File: src/rtl/wb_write_arbiter.sv
// -----------------------------------------------------------------------------
// wb_write_arbiter
//
// Writer side of the register file's single write port. Fixed-latency ALU
// results and variable-latency load results share one registered write
// (rf_we / rf_waddr / rf_wdata) per cycle. Loads wait in a small FIFO. The
// ALU always wins the port, because it has no back-pressure.
//
// An ALU result is always younger than any load that is queued or arriving.
// When an ALU write to rd R is selected, the arbiter handles older loads to R
// as follows:
//   - Queued loads to R are invalidated in place. They keep their slot and
//     pop later without a write.
//   - A load to R that arrives in the same cycle is accepted and dropped.
//
// The issue stage uses q_pend1/q_pend2 for RAW stalls. A pending bit is set
// when the queried register has either:
//   - a live FIFO entry, or
//   - a write sitting on rf_* that the register file has not yet committed.
// x0 is never written and is never pending.
//
// Parameters
//   XLEN   data width of results and the write port
//   AW     register address width
//   DEPTH  load FIFO entries (power of 2, >= 2)
//
// Ports
//   clk, rst                         clock, synchronous active-high reset
//   alu_valid/alu_rd/alu_data        ALU result (no back-pressure)
//   lsu_valid/lsu_ready/lsu_rd/lsu_data  load result handshake
//   rf_we/rf_waddr/rf_wdata          registered register-file write port
//   q_addr1/q_addr2                  issue-stage source addresses
//   q_pend1/q_pend2                  write to that source is in flight
// -----------------------------------------------------------------------------
module wb_write_arbiter #(
  parameter int XLEN  = 32,
  parameter int AW    = 5,
  parameter int DEPTH = 4
) (
  input  logic            clk,
  input  logic            rst,
  input  logic            alu_valid,
  input  logic [AW-1:0]   alu_rd,
  input  logic [XLEN-1:0] alu_data,
  input  logic            lsu_valid,
  output logic            lsu_ready,
  input  logic [AW-1:0]   lsu_rd,
  input  logic [XLEN-1:0] lsu_data,
  output logic            rf_we,
  output logic [AW-1:0]   rf_waddr,
  output logic [XLEN-1:0] rf_wdata,
  input  logic [AW-1:0]   q_addr1,
  input  logic [AW-1:0]   q_addr2,
  output logic            q_pend1,
  output logic            q_pend2
);

  localparam int PW = (DEPTH > 1) ? $clog2(DEPTH) : 1;
  localparam int CW = PW + 1;
  localparam logic [CW-1:0] DEPTH_C = CW'(DEPTH);

  // FIFO storage. Per-slot valid bits live beside the pointers: a slot can be
  // occupied (between rptr and wptr) yet hold no write after an ALU override.
  logic [AW-1:0]    fifo_rd_reg   [DEPTH];
  logic [XLEN-1:0]  fifo_data_reg [DEPTH];
  logic [DEPTH-1:0] fifo_vld_reg;
  logic [DEPTH-1:0] fifo_vld_next;
  logic [PW-1:0]    wptr_reg;
  logic [PW-1:0]    rptr_reg;
  logic [CW-1:0]    count_reg;
  logic [CW-1:0]    count_next;

  logic            rf_we_reg;
  logic [AW-1:0]   rf_waddr_reg;
  logic [XLEN-1:0] rf_wdata_reg;

  logic alu_sel;
  logic lsu_xfer;
  logic push;
  logic pop;
  logic head_live;

  logic [DEPTH-1:0] kill_vec;
  logic [DEPTH-1:0] match1_vec;
  logic [DEPTH-1:0] match2_vec;

  // Readiness depends on occupancy only. A full FIFO refuses a load even in a
  // cycle where it also pops.
  assign lsu_ready = !rst && (count_reg < DEPTH_C);
  assign lsu_xfer  = lsu_valid && lsu_ready;

  assign alu_sel = alu_valid && (alu_rd != '0);

  // Two kinds of transferred load are consumed without being stored:
  //   - a load to x0;
  //   - a load to the register the ALU is writing this cycle.
  assign push = lsu_xfer && (lsu_rd != '0) && !(alu_sel && (lsu_rd == alu_rd));

  // The head slot leaves whenever the ALU does not own the port. It only
  // produces a write if it is still live.
  assign pop       = !alu_sel && (count_reg != '0);
  assign head_live = fifo_vld_reg[rptr_reg];

  generate
    for (genvar gi = 0; gi < DEPTH; gi++) begin : g_slot
      // Gate with the valid bit so never-written slots cannot match.
      assign kill_vec[gi]   = alu_sel && fifo_vld_reg[gi] && (fifo_rd_reg[gi] == alu_rd);
      assign match1_vec[gi] = fifo_vld_reg[gi] && (fifo_rd_reg[gi] == q_addr1);
      assign match2_vec[gi] = fifo_vld_reg[gi] && (fifo_rd_reg[gi] == q_addr2);

      // Push never targets a slot that is being killed or popped: a pushed rd
      // never matches the ALU rd, and push and pop share a slot only when full.
      assign fifo_vld_next[gi] =
          (push && (wptr_reg == PW'(gi)))                      ? 1'b1 :
          (kill_vec[gi] || (pop && (rptr_reg == PW'(gi))))     ? 1'b0 :
                                                                 fifo_vld_reg[gi];
    end
  endgenerate

  assign count_next = count_reg + CW'(push) - CW'(pop);

  always_ff @(posedge clk) begin
    if (rst) begin
      fifo_vld_reg <= '0;
      wptr_reg     <= '0;
      rptr_reg     <= '0;
      count_reg    <= '0;
    end else begin
      fifo_vld_reg <= fifo_vld_next;
      count_reg    <= count_next;
      if (push) begin
        wptr_reg <= wptr_reg + PW'(1);
      end
      if (pop) begin
        rptr_reg <= rptr_reg + PW'(1);
      end
    end
  end

  // Payload storage needs no reset; the valid bits qualify it.
  always_ff @(posedge clk) begin
    if (push) begin
      fifo_rd_reg[wptr_reg]   <= lsu_rd;
      fifo_data_reg[wptr_reg] <= lsu_data;
    end
  end

  // Registered write port. Address and data hold when nothing is written.
  always_ff @(posedge clk) begin
    if (rst) begin
      rf_we_reg    <= 1'b0;
      rf_waddr_reg <= '0;
      rf_wdata_reg <= '0;
    end else if (alu_sel) begin
      rf_we_reg    <= 1'b1;
      rf_waddr_reg <= alu_rd;
      rf_wdata_reg <= alu_data;
    end else if (pop && head_live) begin
      rf_we_reg    <= 1'b1;
      rf_waddr_reg <= fifo_rd_reg[rptr_reg];
      rf_wdata_reg <= fifo_data_reg[rptr_reg];
    end else begin
      rf_we_reg <= 1'b0;
    end
  end

  assign rf_we    = rf_we_reg;
  assign rf_waddr = rf_waddr_reg;
  assign rf_wdata = rf_wdata_reg;

  // An ALU result in its input cycle is deliberately absent here; the issue
  // stage bypass network covers that case.
  assign q_pend1 = (q_addr1 != '0) &&
                   ((|match1_vec) || (rf_we_reg && (rf_waddr_reg == q_addr1)));
  assign q_pend2 = (q_addr2 != '0) &&
                   ((|match2_vec) || (rf_we_reg && (rf_waddr_reg == q_addr2)));

endmodule

File: config.mk
export PLATFORM = sky130hd
export DESIGN_NAME = wb_write_arbiter
export DESIGN_NICKNAME = d
export VERILOG_FILES = /design/src/rtl/wb_write_arbiter.sv
export SDC_FILE = /design/constraint.sdc
export NUM_CORES = 1
export LEC_CHECK = 0
export BUFFER_PORTS_ARGS = -buffer_cell sky130_fd_sc_hd__buf_2
export CORE_MARGIN = 2
export CORE_UTILIZATION = 30
export CTS_CLUSTER_DIAMETER = 80
export DETAILED_ROUTE_END_ITERATION = 16
export GPL_TIMING_DRIVEN = 0
export PLACE_DENSITY_LB_ADDON = 0.1
export SYNTH_ARGS = -nofsm -noshare
export SYNTH_HDL_FRONTEND = slang
export SYNTH_SLANG_ARGS = --single-unit
File: constraint.sdc
create_clock -name clk -period 3.7 [get_ports clk]
set_input_delay 0 -clock clk [delete_from_list [all_inputs] [get_ports clk]]
set_output_delay 0 -clock clk [all_outputs]
set_load 0.1 [all_outputs]
==> reports/summary.txt <==
Seq cells post-synth - 199
Tmin final - 2994 ps
YS warnings - 0
Clock power frac - 28.9%
Clock root buffer - clkbuf_16
Drt via density - 4.749
GRT Total Usage - 15.55%
Fillers - 2,761
Vias in the first global route - 6,059
Die Y - 175.4 um
Unique masters post-synth - 40
Grt ovf - 0
Worst flop-to-flop path startpoint - count_reg[2]
Worst hold path type - in2reg
Max FFs per register - 128
Post-Synthesis Cells - 596
Worst-Skew Late Latency - 440 ps
Num CTS Buffers - 17
WL final - 23.45 mm
Buffers added on ports - 112
Max Cap Viol - 0
HP Start - alu_rd[1]
Pre-CTS setup slack - 800.4 ps
Critical Path AT - 3300 ps
Critical path peak fanout - 9
Setup CP Type - in2reg
Vias post-DR - 5,704
Reg power frac - 40.8%
Worst Setup End Kind - flop
IO Count - 129
Die ar. - 30,760 um^2
Clock-pin slew on the worst setup and hold paths - 80 ps
Syn Nets - 695
Gate power share - 30.3%
Max Freq - 334.0 MHz
Core area - 28,780 um^2
Final core utilization - 39.23%
Final setup fails - 0
Seq/Total Area, Yosys - 62.02%
Initial Util - 30.62%
Post-CTS Setup Inserts - 0
Area of the multi-input gates - 3100 um^2
Most frequent cells in the layout - edfxtp_1, buf_2, dlygate4sd3_1
Worst slew margin - 44.05%
HPWL Detailed - 16.50 mm
Clock Tree Buf Depth - 2
Clock skew - 15.66 ps
Ratio of cells with drive above 1 in the final layout - 29.74%
Lkg Pwr - 4.058 nW
Nets - 903
Pwr Density - 585.6 nW/um^2
Cts hold-fix bufs - 73
Final Cell Area - 11,290 um^2
CP startpoint - alu_rd[3]
Max rail drop VDD - 244.9 uV
Drt wl/cell - 19.53 um
Die Width - 175.4 um
Net switching power - 0.002353 W
Antenna diodes - 0
Number of DRC markers in iteration 0 - 330
Final GP Congestion - 0.8384
Row Count - 62
DP Area - 9938 um^2
Post-detailed-route count of antenna-violating nets - 0
Cts repair resizes - 0
Final setup TNS - 0 ps
CP Data Required Time - 4000 ps
Status - finished, final reports clean
H-Tree Depth - 4
Switching portion of total power - 35.59%
Layout area overhead - 28.13%
Post-synth EDFFs - 148
CP Launch Type - primary input
Pins Over Slew Limit - 0
Fin crit share - 80.91%
Wire length of the first global-routing pass - 35.50 mm
Hold Fails Final Rpt - 0
CTS tree - yes
Unrepaired setup endpoints after global routing - no
Worst path setup slack after routing - 706.2 ps
Post-synth top flop - edfxtp_1
TritonCTS Sinks - 199
Commonest non-fill, non-tap cell in the layout - edfxtp_1
Ys async rst share - 0%
Worst slew pin tran - 839.3 ps
Largest net degree at the start of global routing - 29
Post-synthesis average cell area - 14.79 um^2
TritonRoute pass-1 iters - 5
Initial antenna violation count - 0
Post-synthesis cell area - 8812 um^2
FF+latch area - 5465 um^2
Remaining DRCs - 0
Internal power - 0.004259 W
final cells by class:
type,count,share of cell area [%]
Clock buffer,17,3.768
Clock inverter,15,1.740
Timing Repair Buffer,189,12.15
Multi-Input combinational cell,345,27.46
Tap cell,384,4.255
Inverter,7,0.2327
Sequential cell,199,48.40
Buffer,45,1.995
worst max-delay path, cell delays in order:
cell	delay, ps
dlygate4sd3_1	540
buf_4	190
or4_4	570
o21a_1	190
buf_6	160
a31oi_4	270
inv_1	80
ha_1	290
inv_1	60
ha_1	130
inv_1	50
fa_1	410
xor2_1	170
xnor2_1	130
nor2_1	50
power by group through the flow:
| stage | Sequential (W) | Combinational (W) | Clock (W) |
|---|---|---|---|
| final | 0.00270 | 0.00200 | 0.00191 |
| after global placement | 0.00275 | 0.00194 | 0 |
| after global routing | 0.00272 | 0.00215 | 0.00205 |
| after CTS | 0.00270 | 0.00205 | 0.00197 |
| after detailed placement | 0.00275 | 0.00198 | 0 |
| after floorplan | 0.00328 | 0.000981 | 0 |
metal layers:
layer,up-vias,global-route usage [%],part of all wire (%)
li1,2650,-,-
met1,2868,20.40,44
met2,166,26.48,49
met3,20,3.203,5.7
met4,0,3.542,0.98
met5,-,0,0
cell usage after synthesis (2+ instances only):
master / instances / area share, %
ha_1: 10 / 1.4
xor2_1: 54 / 5.4
o31ai_1: 2 / 0.17
nand3_1: 16 / 0.91
buf_2: 12 / 0.68
edfxtp_1: 148 / 50
a21oi_1: 2 / 0.11
clkbuf_1: 25 / 1.1
a311oi_2: 30 / 5.1
nand2_1: 70 / 3.0
nor2_1: 43 / 1.8
inv_1: 7 / 0.30
dfxtp_1: 51 / 12
a211oi_1: 7 / 0.60
o22a_1: 2 / 0.20
nor3_1: 2 / 0.11
a311oi_1: 3 / 0.30
xnor2_1: 25 / 2.5
buf_1: 2 / 0.085
nor4_1: 10 / 0.71
or4_1: 3 / 0.26
mux4_2: 38 / 9.7
and2_1: 4 / 0.28
buf_6: 5 / 0.64
o41ai_1: 4 / 0.40
or2_1: 4 / 0.28
mux2i_1: 4 / 0.45
kinds of logic after synthesis:
group / count (synthesis) / synth area share, %
AND/OR/NAND/NOR: 158 / 7.923
XOR/XNOR: 79 / 7.852
AO/OA/AOI/OAI: 55 / 7.539
flip-flops: 199 / 62.02
adder cells (fa/ha/maj): 11 / 1.647
multiplexers: 42 / 10.17
buffers and inverters: 52 / 2.854
path summary, 6_finish.rpt:
check	end	slack, ps	cells after the start
max reg2reg	count_reg[2]	1100	12
min	rf_waddr[1]	40	3
max	count_reg[2]	710	15
min reg2reg	rf_wdata[23]	530	2
per-stage QoR:
step,hold WS [ps],power [W],instances
final,43.58,0.006612,1201
after global routing,70.28,0.006928,1201
after CTS,34.49,0.006713,1201
after detailed placement,220.0,0.004726,1096
after global placement,208.0,0.004688,1092
after floorplan,98.87,0.004264,596
Power figures use the tool's default switching activity.
